<file path="src/rtl/spi_poll_sched.sv">
`timescale 1ns/1ps
// spi_poll_sched
// ---------------------------------------------------------------------------
// SPI master-side frame scheduler for the peripheral-to-controller (CIPO)
// input path. A frame of DATA_WIDTH*FRAME_BYTES bits is clocked in MSB first.
// The result is presented on frame_out, and frame_valid_out pulses for one
// cycle when frame_out is loaded.
//
// Frame sequence:
//   IDLE -> SETUP (CS_SETUP cycles, cs_n low, dclk low)
//        -> XFER  (N bit periods, DCLK_HALF low + DCLK_HALF high)
//        -> HOLD  (CS_SETUP cycles, cs_n low, dclk low)
//        -> DONE  (one cycle, frame_out loaded, frame_valid_out high)
//
// Request semantics:
//   start_in is a request level that is sampled only while the FSM is in IDLE.
//   There is no ready signal. busy_out high means a request is dropped, and the
//   request is not queued.
//
// Optional build macro SPI_POLL_AUTO_EN:
//   When this macro is defined, a free-running poll counter with period
//   POLL_PERIOD sets a one-deep pending flag on each wrap. A pending flag
//   starts a frame in the same way as start_in.
//
// Ports:
//   clk_in          system clock
//   rst_n_in        asynchronous active-low reset
//   start_in        frame request (sampled in IDLE only)
//   busy_out        high whenever the FSM is not in IDLE
//   frame_out       last completed frame; byte 0 occupies the MSBs
//   frame_valid_out one-cycle pulse when frame_out updates
//   cs_n_out        chip select, active low, registered
//   dclk_out        data clock, idles low, registered
//   cipo_in         asynchronous serial data from the device
// ---------------------------------------------------------------------------
module spi_poll_sched #(
  parameter int DATA_WIDTH  = 8,
  parameter int FRAME_BYTES = 2,
  parameter int DCLK_HALF   = 50,
  parameter int CS_SETUP    = 100,
  parameter int POLL_PERIOD = 1666666
) (
  input  logic                                clk_in,
  input  logic                                rst_n_in,
  input  logic                                start_in,
  output logic                                busy_out,
  output logic [DATA_WIDTH*FRAME_BYTES-1:0]   frame_out,
  output logic                                frame_valid_out,
  output logic                                cs_n_out,
  output logic                                dclk_out,
  input  logic                                cipo_in
);

  localparam int N       = DATA_WIDTH * FRAME_BYTES;
  localparam int BCW     = $clog2(N + 1);
  localparam int CNT_MAX = (CS_SETUP > DCLK_HALF) ? CS_SETUP : DCLK_HALF;
  localparam int CW      = $clog2(CNT_MAX + 1);

  localparam logic [CW-1:0]  SETUP_LAST = CW'(CS_SETUP - 1);
  localparam logic [CW-1:0]  HALF_LAST  = CW'(DCLK_HALF - 1);
  localparam logic [BCW-1:0] BIT_LAST   = BCW'(N - 1);

  typedef enum logic [2:0] {
    ST_IDLE  = 3'd0,
    ST_SETUP = 3'd1,
    ST_XFER  = 3'd2,
    ST_HOLD  = 3'd3,
    ST_DONE  = 3'd4
  } state_t;

  state_t           state_q, state_d;
  logic [CW-1:0]    cnt_q, cnt_d;      // cycles within SETUP/HOLD or a DCLK half
  logic             phase_q, phase_d;  // 0 = low half, 1 = high half
  logic [BCW-1:0]   bit_q, bit_d;
  logic [N-1:0]     shift_q, shift_d;
  logic [N-1:0]     frame_q, frame_d;
  logic             valid_q, valid_d;
  logic             cs_n_q, cs_n_d;
  logic             dclk_q, dclk_d;
  logic             sync1_q, sync2_q;
  logic             trigger;

`ifdef SPI_POLL_AUTO_EN
  localparam int            PW        = (POLL_PERIOD > 1) ? $clog2(POLL_PERIOD) : 1;
  localparam logic [PW-1:0] POLL_LAST = PW'(POLL_PERIOD - 1);

  logic [PW-1:0] poll_q, poll_d;
  logic          pend_q, pend_d;
  logic          poll_wrap;

  // A pending request is always consumed when the FSM is in IDLE. A pending
  // request is therefore cleared in IDLE unless a new wrap sets it again in
  // the same cycle. Wraps that occur while the FSM is busy collapse into one
  // pending request.
  always_comb begin
    poll_wrap = (poll_q == POLL_LAST);
    poll_d    = poll_wrap ? '0 : poll_q + PW'(1);
    pend_d    = poll_wrap | (pend_q & (state_q != ST_IDLE));
  end

  always_ff @(posedge clk_in or negedge rst_n_in) begin
    if (!rst_n_in) begin
      poll_q <= '0;
      pend_q <= 1'b0;
    end else begin
      poll_q <= poll_d;
      pend_q <= pend_d;
    end
  end

  assign trigger = start_in | pend_q;
`else
  assign trigger = start_in;
`endif

  // cipo_in is asynchronous to clk_in, so it is resynchronised before use.
  always_ff @(posedge clk_in or negedge rst_n_in) begin
    if (!rst_n_in) begin
      sync1_q <= 1'b0;
      sync2_q <= 1'b0;
    end else begin
      sync1_q <= cipo_in;
      sync2_q <= sync1_q;
    end
  end

  always_ff @(posedge clk_in or negedge rst_n_in) begin
    if (!rst_n_in) begin
      state_q <= ST_IDLE;
      cnt_q   <= '0;
      phase_q <= 1'b0;
      bit_q   <= '0;
      shift_q <= '0;
      frame_q <= '0;
      valid_q <= 1'b0;
      cs_n_q  <= 1'b1;
      dclk_q  <= 1'b0;
    end else begin
      state_q <= state_d;
      cnt_q   <= cnt_d;
      phase_q <= phase_d;
      bit_q   <= bit_d;
      shift_q <= shift_d;
      frame_q <= frame_d;
      valid_q <= valid_d;
      cs_n_q  <= cs_n_d;
      dclk_q  <= dclk_d;
    end
  end

  always_comb begin
    state_d = state_q;
    cnt_d   = cnt_q;
    phase_d = phase_q;
    bit_d   = bit_q;
    shift_d = shift_q;
    frame_d = frame_q;
    valid_d = 1'b0;

    case (state_q)
      ST_IDLE: begin
        cnt_d   = '0;
        phase_d = 1'b0;
        bit_d   = '0;
        if (trigger) begin
          state_d = ST_SETUP;
        end
      end

      ST_SETUP: begin
        if (cnt_q == SETUP_LAST) begin
          cnt_d   = '0;
          state_d = ST_XFER;
        end else begin
          cnt_d = cnt_q + CW'(1);
        end
      end

      ST_XFER: begin
        if (cnt_q == HALF_LAST) begin
          cnt_d = '0;
          if (!phase_q) begin
            phase_d = 1'b1;
          end else begin
            // The last cycle of the high half is the sample point. The
            // device changed the data on the previous falling edge, so the
            // data has been stable for a full half period.
            phase_d = 1'b0;
            shift_d = (shift_q << 1) | N'(sync2_q);
            if (bit_q == BIT_LAST) begin
              bit_d   = '0;
              state_d = ST_HOLD;
            end else begin
              bit_d = bit_q + BCW'(1);
            end
          end
        end else begin
          cnt_d = cnt_q + CW'(1);
        end
      end

      ST_HOLD: begin
        if (cnt_q == SETUP_LAST) begin
          cnt_d   = '0;
          state_d = ST_DONE;
          // frame_out and its strobe are registered on entry to DONE, so
          // both are visible during the DONE cycle.
          frame_d = shift_q;
          valid_d = 1'b1;
        end else begin
          cnt_d = cnt_q + CW'(1);
        end
      end

      ST_DONE: begin
        state_d = ST_IDLE;
      end

      default: begin
        state_d = ST_IDLE;
      end
    endcase

    // The pin values are computed from the next state. This keeps cs_n and
    // dclk aligned with state_q while both pins are driven straight from
    // flops.
    cs_n_d = !((state_d == ST_SETUP) || (state_d == ST_XFER) || (state_d == ST_HOLD));
    dclk_d = (state_d == ST_XFER) && phase_d;
  end

  assign busy_out        = (state_q != ST_IDLE);
  assign frame_out       = frame_q;
  assign frame_valid_out = valid_q;
  assign cs_n_out        = cs_n_q;
  assign dclk_out        = dclk_q;

endmodule
</file>
<file path="config.mk">
export PLATFORM = sky130hd
export DESIGN_NAME = spi_poll_sched
export DESIGN_NICKNAME = d
export VERILOG_FILES = /design/src/rtl/spi_poll_sched.sv
export SDC_FILE = /design/constraint.sdc
export NUM_CORES = 1
export LEC_CHECK = 0
export CAP_MARGIN = 30
export CORE_UTILIZATION = 60
export DETAILED_ROUTE_END_ITERATION = 10
export PLACE_DENSITY = 0.93
export SETUP_SLACK_MARGIN = 0.5
export SLEW_MARGIN = 5
export SYNTH_ARGS = -nofsm -noshare
export SYNTH_HDL_FRONTEND = slang
export SYNTH_SLANG_ARGS = --single-unit
export TNS_END_PERCENT = 10
</file>
<file path="constraint.sdc">
create_clock -name clk_in -period 4.8 [get_ports clk_in]
set_input_delay 1.2 -clock clk_in [delete_from_list [all_inputs] [get_ports clk_in]]
set_output_delay 1.2 -clock clk_in [all_outputs]
set_load 0.02 [all_outputs]
</file>
### Word level (Yosys, flattened, before mapping)

Cells that the tools add are included.

* register bits: 53
* input bits: 4
* output and inout bits: 20
* logic and storage cells: 56

* add/sub/neg operators: 2
* eq/ne operators: 11
* mux-type cells: 19
* bitwise logic cells: 1
* reduce and logical (&&, ||, !) cells: 12

Operators with widths (count)
* $pmux 7 s3: 1
* $mux 3: 6
* $or 16x1->16: 1
* $mux 5: 3
* $mux 7: 2
* $eq 3x2->1 const B: 4
* $pmux 3 s4: 1
* $pmux 5 s2: 1
* $add 7x1->7 const B: 1
* $eq 7x6->1 const B: 1
* $eq 7x7->1 const B: 1
* $eq 3x1->1 const B: 2
* $reduce_and 3->1: 2
* $reduce_bool 3->1: 2
* $add 5x1->5 const B: 1
* $eq 5x4->1 const B: 1
* $mux 1: 4
* $ne 2x2->1 const B: 2
* $logic_not 3->1: 1
* $logic_or 1x1->1: 2
* $pmux 1 s2: 1
* $reduce_and 2->1: 1
* $reduce_bool 2->1: 1
* $reduce_or 2->1: 1
* other kinds (2): 2

### Longest topological paths before layout

* depth after elaboration: 9
* depth in mapped cells: 10
* depth with buffers taken out: 9

### Least setup slack after synthesis

Ideal clock, no wire load.

* path type: reg-to-output
* start: reg state_q[0]
* end: out busy_out
* data arrival time: 1000 ps
* required time: 3600 ps
* path slack: 2600 ps
* stages on the path, launching flop included: 4
* path buffers: 1
* cells stage by stage: dfrtp_1 -> buf_4 -> nor3_1 -> inv_1

* word-level cells in the longest chain between the ends: 1

RTL lines
* start: declaration: line 71 `state_t state_q, state_d;`
* start signal: assignment: line 139 `state_q <= state_d;`
* $reduce_bool 3->1: line 231 `assign busy_out = (state_q != ST_IDLE);`
* end: declaration: line 46 `output logic busy_out,`

No other way between the ends.

### Worst setup path after layout

* start: reg state_q[2]
* end: out busy_out

The elaborated chain is that of the path after synthesis.

==> impl_metrics.csv <==
group,metric,value,unit
setup_path,startpoint_type,"flip-flop",
floorplan,core,3690,um2
synth,synthFlopType,"dfrtp_1",
synth,syn-num-nets,175,
power,power_density,271,nW/um2
synth,synthCells,167,
drt,routedWlPerCell,15.3,um
drt,ant_nets,0,
final_layout,fin_cells,242,
drt,drtIter0Drc,79,
setup_path,worst_setup_path_end_kind,"output port",
clock_tree,cts_resized,0,
synth,synth-seq-cells,53,
clock_tree,numCtsBuffers,5,
clock_tree,cts-root-buf,"clkbuf_8",
clock_tree,cts_tree,"done",
drt,viasPerCell,5.56,
synth,synth_mux_area_share,17.5,%
final_layout,drive_above_1_share,23.2,%
synth,synth-simple-area-share,12.5,%
power,leakagePower,1.25,nW
run_status,outcome,"finished clean",
global_route,grt_util_met2,35.9,%
timing,period_share,64.4,%
final_layout,area_growth,15.0,%
setup_path,cp.required,3.60,ns
timing,finalHoldViolCount,0,
global_route,grt-ovfl-total,0,
floorplan,die_w,64.1,um
synth,ys_warn_count,0,
setup_path,crit_path_top_delay_cell,"dfrtp_1",
clock_tree,hold_buffers,0,
global_route,grt_pass1_vias,1434,
floorplan,die_h,64.1,um
synth,avgSynthCellArea,13.9,um2
synth,synthAdderAreaFrac,2.16,%
synth,synth_compound_area_share,5.46,%
drt,first_pass_iters,4,
drt,routed_wl,3700,um
placed_design,gp_congestion,0.801,
global_route,grt_use_total,22.0,%
timing,clock_skew,0.0147,ns
power,combPwrFrac,1.7,%
drt,drc,0,
final_layout,antenna_cells,0,
clock_tree,cts_sinks,53,
power,p_int,0.000567,W
synth,yosys.area_share.xor_xnor,2.27,%
setup_path,worstSetupPathType,"flip-flop to output port",
synth,yosys.area.top_type_share,56.2,%
placed_design,dpl.hpwl,2630,um
synth,synth_top_area_cell,"dfrtp_1",
clock_tree,clockBufferDepth,2,
power,ir_drop,0.247,mV
final_layout,postLayoutCellArea,2660,um2
timing,setup_violations,0,
final_layout,final_common_cell,"dfrtp_1",
synth,synth_edf_count,0,
setup_path,arrival,1.89,ns
synth,synthesis.area,2320,um2
clock_tree,clk_pin_slew,0.10,ns
setup_path,cp_cell_sequence,"nor3_1 -> inv_1 -> clkdlybuf4s50_1",
timing,worstMarginPinSlew,0.711,ns
power,seqPwrFrac,62.0,%
global_route,busiest_layer,"met2",
global_route,antenna_found_initial,0,
timing,setup-tns-final,0,ns
flow_run,drv_cap,0,
global_route,grt_use_met1,27.0,%
min_path,min_path_type,"flip-flop to flip-flop",
synth,synth_top_family_by_area,"multiplexers",
final_layout,mostFrequentLayoutCells,"dfrtp_1 (52), clkdlybuf4s50_1 (22), mux2_2 (14)",
floorplan,start_util,62.8,%
timing,timing.fmax,0.323,GHz
placed_design,placed_cells,234,
synth,ys_top_cells_by_area,"dfrtp_1 (56%), mux2_2 (6.8%), mux2_4 (5.8%)",
clock_tree,clkLatencyLatePin,0.32,ns
timing,drv_slew,0,
placed_design,dpl-instance-area,2570,um2
synth,ys_async_sr_fraction,100,%
clock_tree,htreeDepth,2,
global_route,grt_max_degree,29,
clock_tree,post_cts_buffers,0,
setup_path,cpPeakStageDelay,0.56,ns
floorplan,num_io_pins,24,
global_route,grt_pass1_wl,6650,um
power,p_sw,0.000154,W
drt,num_vias,1346,
placed_design,io_buffers,23,
floorplan,fp-row-count,22,
global_route,use_met3,5.00,%
power,switching_share,21.4,%
synth,ys_types,43,
timing,rsz0062_at_grt,"no",
timing,slew_headroom,52.6,%
floorplan,die_area,4110,um2
final_layout,nNetsFinal,201,
power,p_clk_share,36.3,%
synth,seq_area_frac_synth,57.3,%
timing,fin_crit,3.09,ns
setup_path,cp_max_fo,16,
==> synth_stat cells (2+ instances only) <==
cell type and number:
and4b_1 2, buf_6 2, dfrtp_1 52, ha_1 4, inv_1 3, mux2_1 10, mux2_2 14, mux2_4 9
nand2_1 11, nand3_1 4, nand4_1 2, nand4b_1 2, nor2_1 10, nor2b_1 3, o21ai_0 7, xnor2_1 3
xor2_1 3
==> layer usage <==
layer | share of wire, % | up-vias
li1 | - | 646
met1 | 44 | 656
met2 | 49 | 36
met3 | 3.9 | 8
met4 | 2.4 | 0
met5 | 0 | -
==> through the flow <==
stage	hold WS (ns)	util, %	power, W	worst slack [ns]
2_1_floorplan	0.331	-	0.000456	2.60
3_3_place_gp	0.335	69.1	0.000466	2.08
3_5_place_dp	0.345	69.6	0.000469	2.07
4_1_cts	0.355	72.2	0.000730	1.71
5_1_grt	0.370	72.2	0.000747	1.59
6_report	0.354	72.2	0.000721	1.71
==> sequential cells by signal, indices dropped and copies added (netlist names) <==
name	cells
shift_q	16
frame_out	16
bit_q	5
sync2_q	1
cnt_q	7
cs_n_out	1
frame_valid_out	1
phase_q	1
sync1_q	1
state_q	3
dclk_out	1
==> power groups by stage <==
stage	clock (W)	sequential (W)	combinational [W]
CTS	0.000270	0.000447	0.0000128
detailed placement	0	0.000456	0.0000128
global route	0.000285	0.000447	0.0000141
global placement	0	0.000456	0.0000101
finish	0.000262	0.000447	0.0000121
floorplan	0	0.000456	0.0000000161
==> worst max-delay path, delay by kind of cell, from the launching register on <==
family,cells,cell delay [ns]
buf+inv,2,0.61
simple gates,1,0.40
flops,1,0.56
==> cell type report <==
type                       instances  area (um2)
fill                             244        1020
clock buffer                       6        82.6
sequential                        53        1330
inverter                           3        11.3
timing repair buffer              24         245
multi-input combinational        106         923
tap                               48        60.1
clock inverter                     2        13.8
==> path summary, 6_finish.rpt <==
check,slack (ns),depth (start not counted),startpoint,to
setup / recovery,1.71,3,state_q[2],busy_out
hold / removal,0.35,0,sync1_q,sync2_q
setup reg to reg,2.40,8,cnt_q[1],shift_q[0]
hold reg to reg,0.35,0,sync1_q,sync2_q
max in group asynchronous,3.36,2,rst_n_in,shift_q[0]
min in group asynchronous,0.88,1,rst_n_in,dclk_out
==> kinds of logic after synthesis <==
kind of cell,count (synthesis)
AND/OR/NAND/NOR,46
adder cells (fa/ha/maj),4
AO/OA/AOI/OAI,17
buffers and inverters,8
XOR/XNOR,6
flip-flops,53
multiplexers,33
Power figures use the tool's default switching activity.
